`src/rtl/router_pkg.sv`:
```
// router_pkg
// Shared definitions for the packet router controller: FSM state encoding,
// header field positions and the reserved "no such FIFO" address.
// No ports; imported by router_ctrl.
package router_pkg;

    localparam int NUM_FIFOS    = 3;

    // Header byte layout: {payload_len[5:0], addr[1:0]}
    localparam int HDR_ADDR_LSB = 0;
    localparam int HDR_ADDR_MSB = 1;
    localparam int HDR_LEN_LSB  = 2;
    localparam int HDR_LEN_MSB  = 7;

    // Address 3 has no FIFO behind it; such packets are swallowed
    localparam logic [1:0] ADDR_INVALID = 2'd3;

    typedef enum logic [2:0] {
        DECODE_ADDRESS,
        WAIT_TILL_EMPTY,
        LOAD_FIRST_DATA,
        LOAD_DATA,
        FIFO_FULL_STATE,
        LOAD_AFTER_FULL,
        CHECK_PARITY_ERROR,
        DROP_PACKET
    } state_e;

    function automatic logic [1:0] hdrAddr(input logic [7:0] hdr);
        return hdr[HDR_ADDR_MSB:HDR_ADDR_LSB];
    endfunction

    function automatic logic [5:0] hdrLen(input logic [7:0] hdr);
        return hdr[HDR_LEN_MSB:HDR_LEN_LSB];
    endfunction

endpackage

```
`src/rtl/router_timeout.sv`:
```
// router_timeout
// Watches one output FIFO. While the FIFO holds data and nobody reads it,
// a counter runs; after TIMEOUT such consecutive cycles a one-cycle soft
// reset pulse is issued so stale data cannot block the router forever.
// Ports:
//   clock, reset  - clock and asynchronous active-high reset
//   valid_i       - FIFO has data (valid_out of that FIFO)
//   read_i        - output side is reading the FIFO this cycle
//   softReset_o   - one-cycle pulse on the TIMEOUT-th unread cycle
module router_timeout #(
    parameter int TIMEOUT = 30
) (
    input  logic clock,
    input  logic reset,
    input  logic valid_i,
    input  logic read_i,
    output logic softReset_o
);

    localparam int CW = (TIMEOUT > 2) ? $clog2(TIMEOUT) : 1;
    localparam logic [CW-1:0] LAST = CW'(TIMEOUT - 1);

    logic [CW-1:0] count_q;
    logic [CW-1:0] count_d;
    logic          idle;

    // A read in the same cycle as the would-be timeout wins: idle drops,
    // so the pulse is suppressed and the count restarts.
    assign idle = valid_i && !read_i;

    // The pulse is raised in the cycle the count sits at TIMEOUT-1 and
    // would increment again; the counter wraps to zero on that same edge.
    always_comb begin
        count_d     = '0;
        softReset_o = 1'b0;
        if (idle) begin
            if (count_q == LAST) begin
                softReset_o = 1'b1;
            end else begin
                count_d = count_q + 1'b1;
            end
        end
    end

    // Counter register
    always_ff @(posedge clock or posedge reset) begin
        if (reset) begin
            count_q <= '0;
        end else begin
            count_q <= count_d;
        end
    end

endmodule

```
`src/rtl/router_ctrl.sv`:
```
// router_ctrl
// Control FSM of a 1-to-3 packet router. Decodes the header address, steers
// bytes into one of three FIFOs via a one-hot write strobe, throttles the
// source with busy while the target FIFO is full or not yet drained, checks
// the trailing parity byte, and soft-resets FIFOs whose data goes unread.
// Ports:
//   clock, reset           - clock and asynchronous active-high reset
//   pkt_valid, data_in     - source byte stream (pkt_valid=0 on parity byte)
//   fifo_full, fifo_empty  - per-FIFO status
//   read_enb               - per-FIFO read strobes from the output side
//   write_enb, lfd_state   - FIFO write strobe and header marker
//   busy                   - source must hold its byte while high
//   valid_out, soft_reset  - per-FIFO data available / timeout pulse
//   err                    - one-cycle parity mismatch pulse
module router_ctrl
    import router_pkg::*;
#(
    parameter int TIMEOUT = 30
) (
    input  logic                 clock,
    input  logic                 reset,
    input  logic                 pkt_valid,
    input  logic [7:0]           data_in,
    input  logic [NUM_FIFOS-1:0] fifo_full,
    input  logic [NUM_FIFOS-1:0] fifo_empty,
    input  logic [NUM_FIFOS-1:0] read_enb,
    output logic [NUM_FIFOS-1:0] write_enb,
    output logic                 lfd_state,
    output logic                 busy,
    output logic [NUM_FIFOS-1:0] valid_out,
    output logic [NUM_FIFOS-1:0] soft_reset,
    output logic                 err
);

    state_e     state_q;
    logic [1:0] addr_q;
    logic [7:0] parityAcc_q;
    logic [7:0] parityByte_q;

    logic [3:0] fullPad;
    logic [3:0] emptyPad;
    logic [3:0] softPad;
    logic [1:0] addrIn;
    logic       addrFull;
    logic       addrEmpty;
    logic       abort;
    logic       writeNow;

    assign valid_out = ~fifo_empty;

    for (genvar i = 0; i < NUM_FIFOS; i++) begin : gTimeout
        router_timeout #(
            .TIMEOUT (TIMEOUT)
        ) uTimeout (
            .clock       (clock),
            .reset       (reset),
            .valid_i     (valid_out[i]),
            .read_i      (read_enb[i]),
            .softReset_o (soft_reset[i])
        );
    end

    // Status vectors are padded to four entries so the 2-bit address can
    // index them directly; the padding entry (address 3) is never consulted
    // outside DROP_PACKET.
    assign fullPad   = {1'b0, fifo_full};
    assign emptyPad  = {1'b1, fifo_empty};
    assign softPad   = {1'b0, soft_reset};
    assign addrIn    = hdrAddr(data_in);
    assign addrFull  = fullPad[addr_q];
    assign addrEmpty = emptyPad[addr_q];

    // A timeout on the FIFO we are feeding kills the packet in flight.
    assign abort = softPad[addr_q] &&
                   (state_q != DECODE_ADDRESS) && (state_q != DROP_PACKET);

    // Output decode. busy in LOAD_DATA follows fifo_full combinationally so
    // the source freezes in the very cycle the FIFO fills.
    always_comb begin
        writeNow  = 1'b0;
        lfd_state = 1'b0;
        busy      = 1'b1;
        err       = 1'b0;
        case (state_q)
            DECODE_ADDRESS:     busy = 1'b0;
            WAIT_TILL_EMPTY:    busy = 1'b1;
            LOAD_FIRST_DATA: begin
                writeNow  = 1'b1;
                lfd_state = 1'b1;
            end
            LOAD_DATA: begin
                writeNow = !addrFull;
                busy     = addrFull;
            end
            FIFO_FULL_STATE:    busy = 1'b1;
            LOAD_AFTER_FULL:    writeNow = 1'b1;
            CHECK_PARITY_ERROR: err = (parityAcc_q != parityByte_q) && !abort;
            DROP_PACKET:        busy = 1'b0;
            default:            busy = 1'b0;
        endcase
        if (abort) begin
            writeNow  = 1'b0;
            lfd_state = 1'b0;
        end
    end

    // Steer the single write strobe to the latched address
    always_comb begin
        write_enb = '0;
        for (int i = 0; i < NUM_FIFOS; i++) begin
            write_enb[i] = writeNow && (addr_q == 2'(i));
        end
    end

    // FSM with address latch and parity datapath. The header seeds the
    // accumulator; payload bytes fold in; the pkt_valid=0 byte is kept
    // aside for comparison in CHECK_PARITY_ERROR.
    always_ff @(posedge clock or posedge reset) begin
        if (reset) begin
            state_q      <= DECODE_ADDRESS;
            addr_q       <= '0;
            parityAcc_q  <= '0;
            parityByte_q <= '0;
        end else if (abort) begin
            state_q <= DECODE_ADDRESS;
        end else begin
            case (state_q)
                DECODE_ADDRESS: begin
                    if (pkt_valid) begin
                        addr_q <= addrIn;
                        if (addrIn == ADDR_INVALID) begin
                            state_q <= DROP_PACKET;
                        end else if (emptyPad[addrIn]) begin
                            state_q <= LOAD_FIRST_DATA;
                        end else begin
                            state_q <= WAIT_TILL_EMPTY;
                        end
                    end
                end
                WAIT_TILL_EMPTY: begin
                    if (addrEmpty) begin
                        state_q <= LOAD_FIRST_DATA;
                    end
                end
                LOAD_FIRST_DATA: begin
                    parityAcc_q <= data_in;
                    state_q     <= LOAD_DATA;
                end
                LOAD_DATA: begin
                    if (addrFull) begin
                        state_q <= FIFO_FULL_STATE;
                    end else if (pkt_valid) begin
                        parityAcc_q <= parityAcc_q ^ data_in;
                    end else begin
                        parityByte_q <= data_in;
                        state_q      <= CHECK_PARITY_ERROR;
                    end
                end
                FIFO_FULL_STATE: begin
                    if (!addrFull) begin
                        state_q <= LOAD_AFTER_FULL;
                    end
                end
                LOAD_AFTER_FULL: begin
                    if (pkt_valid) begin
                        parityAcc_q <= parityAcc_q ^ data_in;
                        state_q     <= LOAD_DATA;
                    end else begin
                        parityByte_q <= data_in;
                        state_q      <= CHECK_PARITY_ERROR;
                    end
                end
                CHECK_PARITY_ERROR: state_q <= DECODE_ADDRESS;
                DROP_PACKET: begin
                    if (!pkt_valid) begin
                        state_q <= DECODE_ADDRESS;
                    end
                end
                default: state_q <= DECODE_ADDRESS;
            endcase
        end
    end

endmodule

```
`config.mk`:
```
export PLATFORM = sky130hd
export DESIGN_NAME = router_ctrl
export DESIGN_NICKNAME = d
export VERILOG_FILES = /design/src/rtl/router_pkg.sv /design/src/rtl/router_timeout.sv /design/src/rtl/router_ctrl.sv
export SDC_FILE = /design/constraint.sdc
export NUM_CORES = 1
export LEC_CHECK = 0
export ABC_AREA = 1
export CAP_MARGIN = 0
export CORE_UTILIZATION = 60
export DETAILED_ROUTE_END_ITERATION = 6
export GPL_ROUTABILITY_DRIVEN = 0
export GPL_TIMING_DRIVEN = 0
export PLACE_DENSITY = 0.85
export SETUP_SLACK_MARGIN = 0.05
export SLEW_MARGIN = 20
export SYNTH_ARGS = -nofsm -noshare
export SYNTH_HDL_FRONTEND = slang
export SYNTH_HIERARCHICAL = 1
export SYNTH_SLANG_ARGS = --single-unit
```
`constraint.sdc`:
```
create_clock -name clock -period 4.4 [get_ports clock]
set_input_delay 1.1 -clock clock [delete_from_list [all_inputs] [get_ports clock]]
set_output_delay 1.1 -clock clock [all_outputs]
set_load 0.05 [all_outputs]
```
# Word-level counts from Yosys, hierarchy flattened
# Cells that the tools add are included.
# word_totals
elab_cells	104
in_bits	20
out_inout_bits	12
regBits	36
# op_classes
bitwise	3
n_addsub	3
magnitude_cmp	2
n_eq_ne	21
n_reduce_logical	25
muxes	43
# ops
op	n
2-to-1 mux 8 bit	4
2-to-1 mux 5 bit	6
2-to-1 mux 3 bit	9
one-hot mux 3 bit (8 select lines)	1
one-hot mux 8 bit (3 select lines)	1
one-hot mux 8 bit (2 select lines)	1
adder 5 x 1 -> 5 bit, second input constant	3
== test 5 bit, second input constant	3
inequality test 3 bit, second input constant	5
2-to-1 mux 1 bit	14
== test 3 bit, second input constant	4
logical AND 1 bit	9
AND reduction 3 bit	3
binary-select mux 1 bit (select 2 bit)	4
inequality test 8 bit	1
XOR 8 bit	1
== test 3 x 2 -> 1 bit, second input constant	2
< comparator 2 x 3 -> 1 bit, second input constant	2
nonzero test 3 bit	2
zero test 1 bit	5
AND reduction 5 bit	1
== test 2 bit, second input constant	2
inequality test 4 bit, second input constant	1
one-hot mux 1 bit (2 select lines)	2
other kinds (10)	11

# Depth between registers and ports, before layout
# logic_depth
depth_word	10
mapped_depth	15
ltp_nobuf	14

# By module
# Netlist, hierarchy kept.
# modules_own_cells
module	seq_area_each_um2	area_each_um2	instances	cells_per_inst
router_ctrl	525.5	1641.6	1	226
router_timeout	125.1	302.8	3	33

# Least setup slack after synthesis
# OpenSTA, ideal clock, no wires.
# synth_timing
kind	input to output
startpoint	input fifo_empty[2]
endpoint	output write_enb[0]
arrival_time_ns	3.269
required_time_ns	3.300
path_buffers	1
cell_stages	11
path_slack_ns	0.031
cell_sequence	inv_1 inv_1 nor3_2 nand3_1 nand3_2 nand2_4 nand2_4 clkinv_4 buf_6 o21ai_2 nor2_1
# synth_via
elab_chain_len	9
# synth_lines
element	line	text
from (decl)	router_ctrl.sv:25	input logic [NUM_FIFOS-1:0] fifo_empty,
inverter 3 bit	router_ctrl.sv:49	assign valid_out = ~fifo_empty;
logical AND 1 bit	router_timeout.sv:29	assign idle = valid_i && !read_i;
2-to-1 mux 1 bit	router_timeout.sv:36	if (idle) begin
named net soft_reset[2]	router_ctrl.sv:31	output logic [NUM_FIFOS-1:0] soft_reset,
binary-select mux 1 bit (select 2 bit)	router_ctrl.sv:74	assign abort = softPad[addr_q] &&
2-to-1 mux 1 bit (implied by the code)	router_ctrl.sv:74	
logical AND 1 bit	router_ctrl.sv:74	
logical AND 1 bit	router_ctrl.sv:75	(state_q != DECODE_ADDRESS) && (state_q != DROP_PACKET);
2-to-1 mux 1 bit	router_ctrl.sv:101	if (abort) begin
logical AND 1 bit	router_ctrl.sv:111	write_enb[i] = writeNow && (addr_q == 2'(i));
to (decl)	router_ctrl.sv:27	output logic [NUM_FIFOS-1:0] write_enb,
# The timed path passes the listed nets, and every way through them passes these cells. The select of a mux whose other input is x is not followed.

# Final worst setup path
# layout_timing
startpoint	input fifo_empty[0]
endpoint	output write_enb[0]
# layout_via
elab_chain_len	9
# layout_lines
element	line
inverter 3 bit	router_ctrl.sv:49
logical AND 1 bit	router_timeout.sv:29
2-to-1 mux 1 bit	router_timeout.sv:36
binary-select mux 1 bit (select 2 bit)	router_ctrl.sv:74
2-to-1 mux 1 bit (implied by the code)	router_ctrl.sv:74
logical AND 1 bit	router_ctrl.sv:74
logical AND 1 bit	router_ctrl.sv:75
2-to-1 mux 1 bit	router_ctrl.sv:101
logical AND 1 bit	router_ctrl.sv:111
# No other way between the ends. The select of a mux whose other input is x is not followed.

==> metrics.md <==
| Metric | Value |
|---|---|
| Status | complete, no violations |
| Worst-Skew Late Latency | slightly below 0.3 ns |
| RSZ-0062 raised after global routing | no |
| I/O pin count | 32 |
| Post-synthesis register bit count | 36 |
| CP Cell Sequence | clkdlybuf4s50_1 > inv_1 > inv_1 > nor3_4 > nand2_1 > nand3_2 > nand2_4 > nand2_4 > clkinv_4 > buf_6 > o21ai_2 > nor2_1 > clkdlybuf4s15_2 |
| CTS Buf Count | 5 |
| Vias in the first global route | slightly above 2000 |
| Slew Limit Fails | 0 |
| Relative slew slack | around 46% |
| Layout cells sized above 1 | 24.8% |
| WHS | 0.506 ns |
| Critical Path Fanout Max | 10 |
| Antenna violations before repair | 0 |
| Leak | between 1.5 and 2 nW |
| DRT Wirelength | approximately 5.4 mm |
| Peak VDD IR | roughly 0.42 mV |
| Clock buffer depth | 2 |
| Tmin final | about 4.2 ns |
| PwrDens | between 600 and 700 nW/um^2 |
| Largest net degree at the start of global routing | 22 |
| FF+latch area | roughly 900 sq um |
| Vias per inst | around 5.3 |
| Slowest cell on crit path | clkdlybuf4s50_1 |
| Initial DRC Count | 127 |
| Setup crit end kind | output port |
| Max cap viols | 0 |
| H-Tree Depth | 2 |
| Global route overflow | 0 |
| Hold Crit Class | reg2reg |
| I/O Buffers | 31 |
| Worst slew pin tran | between 0.8 and 0.9 ns |
| Placed Cells | between 400 and 500 |
| Detail Placement HPWL | between 4 and 5 mm |
| Initial Util | around 63% |
| Clk sink count | 36 |
| Place WS | -0.274 ns |
| Mapped Cells | about 330 |
| Clock transition at path regs | around 0.060 ns |
| GR Layer Usage met2 | between 40% and 50% |
| # setup viols final | 0 |
| First-pass DRT Iterations | 4 |
| Syn_area_per_cell | slightly below 8 sq um |
| Clock skew | roughly 0.0062 ns |
| GR peak layer | met2 |
| DR vias | 2204 |
| Tcrit/Tclk final | approximately 97% |
| Met1 usage | 33.3% |
| Met3 Use GR | about 4.7% |
| Filler cells | about 330 |
| CTS tree | yes |
| Async S/R FF share, synth | between 90% and 100% |
| Final Instance Area | around 3000 sq um |
| Yosys Warn Count | 6 |
| Num rows | 23 |
| ANT nets after route | 0 |
| Placed instance area | 2930 sq um |
| Root Buffer | clkbuf_8 |
| Top FF cell, synth | dfrtp_1 |
| Final nets | just under 400 |
| Area of the multi-input gates | ~1400 sq um |
| Commonest non-fill, non-tap cell in the layout | nand2_1 |
| First-pass GRT wire length | 9.00 mm |
| Most frequent cells in the layout | nand2_1, inv_1, dfrtp_1 |
| EDFF count, synth | 0 |
| Required @ worst endpoint | about 3.3 ns |
| Diodes inserted | 0 |
| Die Span X | ~67 um |
| Max frequency | 0.235 GHz |
| Drc violations | 0 |
| Drt wl/cell | ~13 um |
| Fin. Hold Viols | 0 |
| Total power | about 1.8 mW |
| Post-synthesis sequential area ratio | between 30% and 40% |
| Syn_nets | roughly 350 |
| Critical path class | in2out |
| Setup TNS | 0 ns |
| Die Y | between 60 and 70 um |
| Die footprint | 4510 sq um |
| Setup ws final | between 0.15 and 0.2 ns |
| Number of buffers added for setup after CTS | 0 |
| Final Util | about three quarters |
| Total track usage | between 20% and 30% |
| WP buf/inv | 6 |
| Worst path top cell family by delay | buffers and inverters |
| Crit path arrival time | 3.15 ns |
| Finished Layout Cells | about 410 |
| Synth cell types | 28 |
| Startpoint types | primary input |
| Cell Area, Synth | approximately 2500 sq um |
| Area Growth Syn to Fin | 18.7% |
| Core box area | roughly 4000 sq um |
| Max stage delay on crit path | 0.44 ns |
==> state kept, by name (all words and copies together), names as in the netlist <==
signal and count:
addr_q 2, gTimeout.uTimeout/count_q 15, parityAcc_q 8, parityByte_q 8, state_q 3
==> timing repair <==
item,in CTS,in global routing
hold buffers,0,0
gates resized for setup,8,3
setup endpoints to repair,4,3
==> worst paths after layout <==
path / end / from / cells past startpoint / slack, ns
min in group asynchronous: gTimeout[2].uTimeout/count_q[4] / reset / 2 / 1.13
worst min register to register: parityByte_q[2] / parityByte_q[2] / 2 / 0.51
max in group asynchronous: parityByte_q[2] / reset / 2 / 2.50
worst min-delay path: parityByte_q[2] / parityByte_q[2] / 2 / 0.51
worst max register to register: parityByte_q[0] / gTimeout[1].uTimeout/count_q[1] / 15 / 2.44
worst max-delay path: write_enb[0] / fifo_empty[0] / 13 / 0.15
==> layout make-up <==
class                      instances  area share (%)
buffer                             5            1.74
clock buffer                       7            3.18
inverter                          49            6.24
multi-input combinational        235            46.9
sequential                        36            29.8
tap                               50            2.07
timing repair buffer              31            10.1
==> cell families after synthesis <==
group,synth area share (%)
flops,35.3
buf+inv,9.47
simple gates,37.2
xor+xnor,5.50
fa+ha+maj,2.94
compound gates,9.52
==> worst reg2reg max path, cell delays in order (launching register included) <==
cell      delay [ns]
dfrtp_1         0.42
inv_1           0.07
ha_1            0.14
nand2_1         0.06
inv_2           0.06
nand2_4         0.06
nor3_2          0.21
nand3_2         0.11
nand3_2         0.12
nand2_4         0.09
nand2_4         0.09
clkinv_4        0.06
nand3_4         0.11
buf_8           0.18
nand2_2         0.06
o21ai_2         0.05
==> where the power goes <==
part / total [mW] / internal, mW / switching [mW]
Combinational: 1.02 / 0.381 / 0.642
Sequential: 0.544 / 0.431 / 0.113
Clock: 0.253 / 0.139 / 0.114
==> cell usage after synthesis, types with 3 or more instances <==
master | instances | share of area, %
a21oi_2 | 3 | 1.0
dfrtp_1 | 36 | 35
ha_1 | 6 | 2.9
inv_1 | 38 | 5.6
inv_2 | 10 | 1.5
nand2_1 | 69 | 10
nand2_2 | 13 | 3.2
nand2_4 | 8 | 3.5
nand3_1 | 29 | 5.7
nand3_2 | 7 | 2.7
nand4_1 | 5 | 1.2
nor2_1 | 24 | 3.5
nor2_2 | 16 | 3.9
nor3_1 | 3 | 0.59
nor3_2 | 3 | 1.2
o21ai_0 | 17 | 3.3
o21ai_2 | 10 | 3.4
xnor2_1 | 12 | 4.1
xor2_1 | 4 | 1.4
==> per-layer routing <==
layer  share of wire, %  wire [um]
met1                 44       2360
met2                 50       2660
met3                4.6        248
met4                1.6         85
met5                  0          0
No activity file was read; power rests on OpenSTA's default activity.
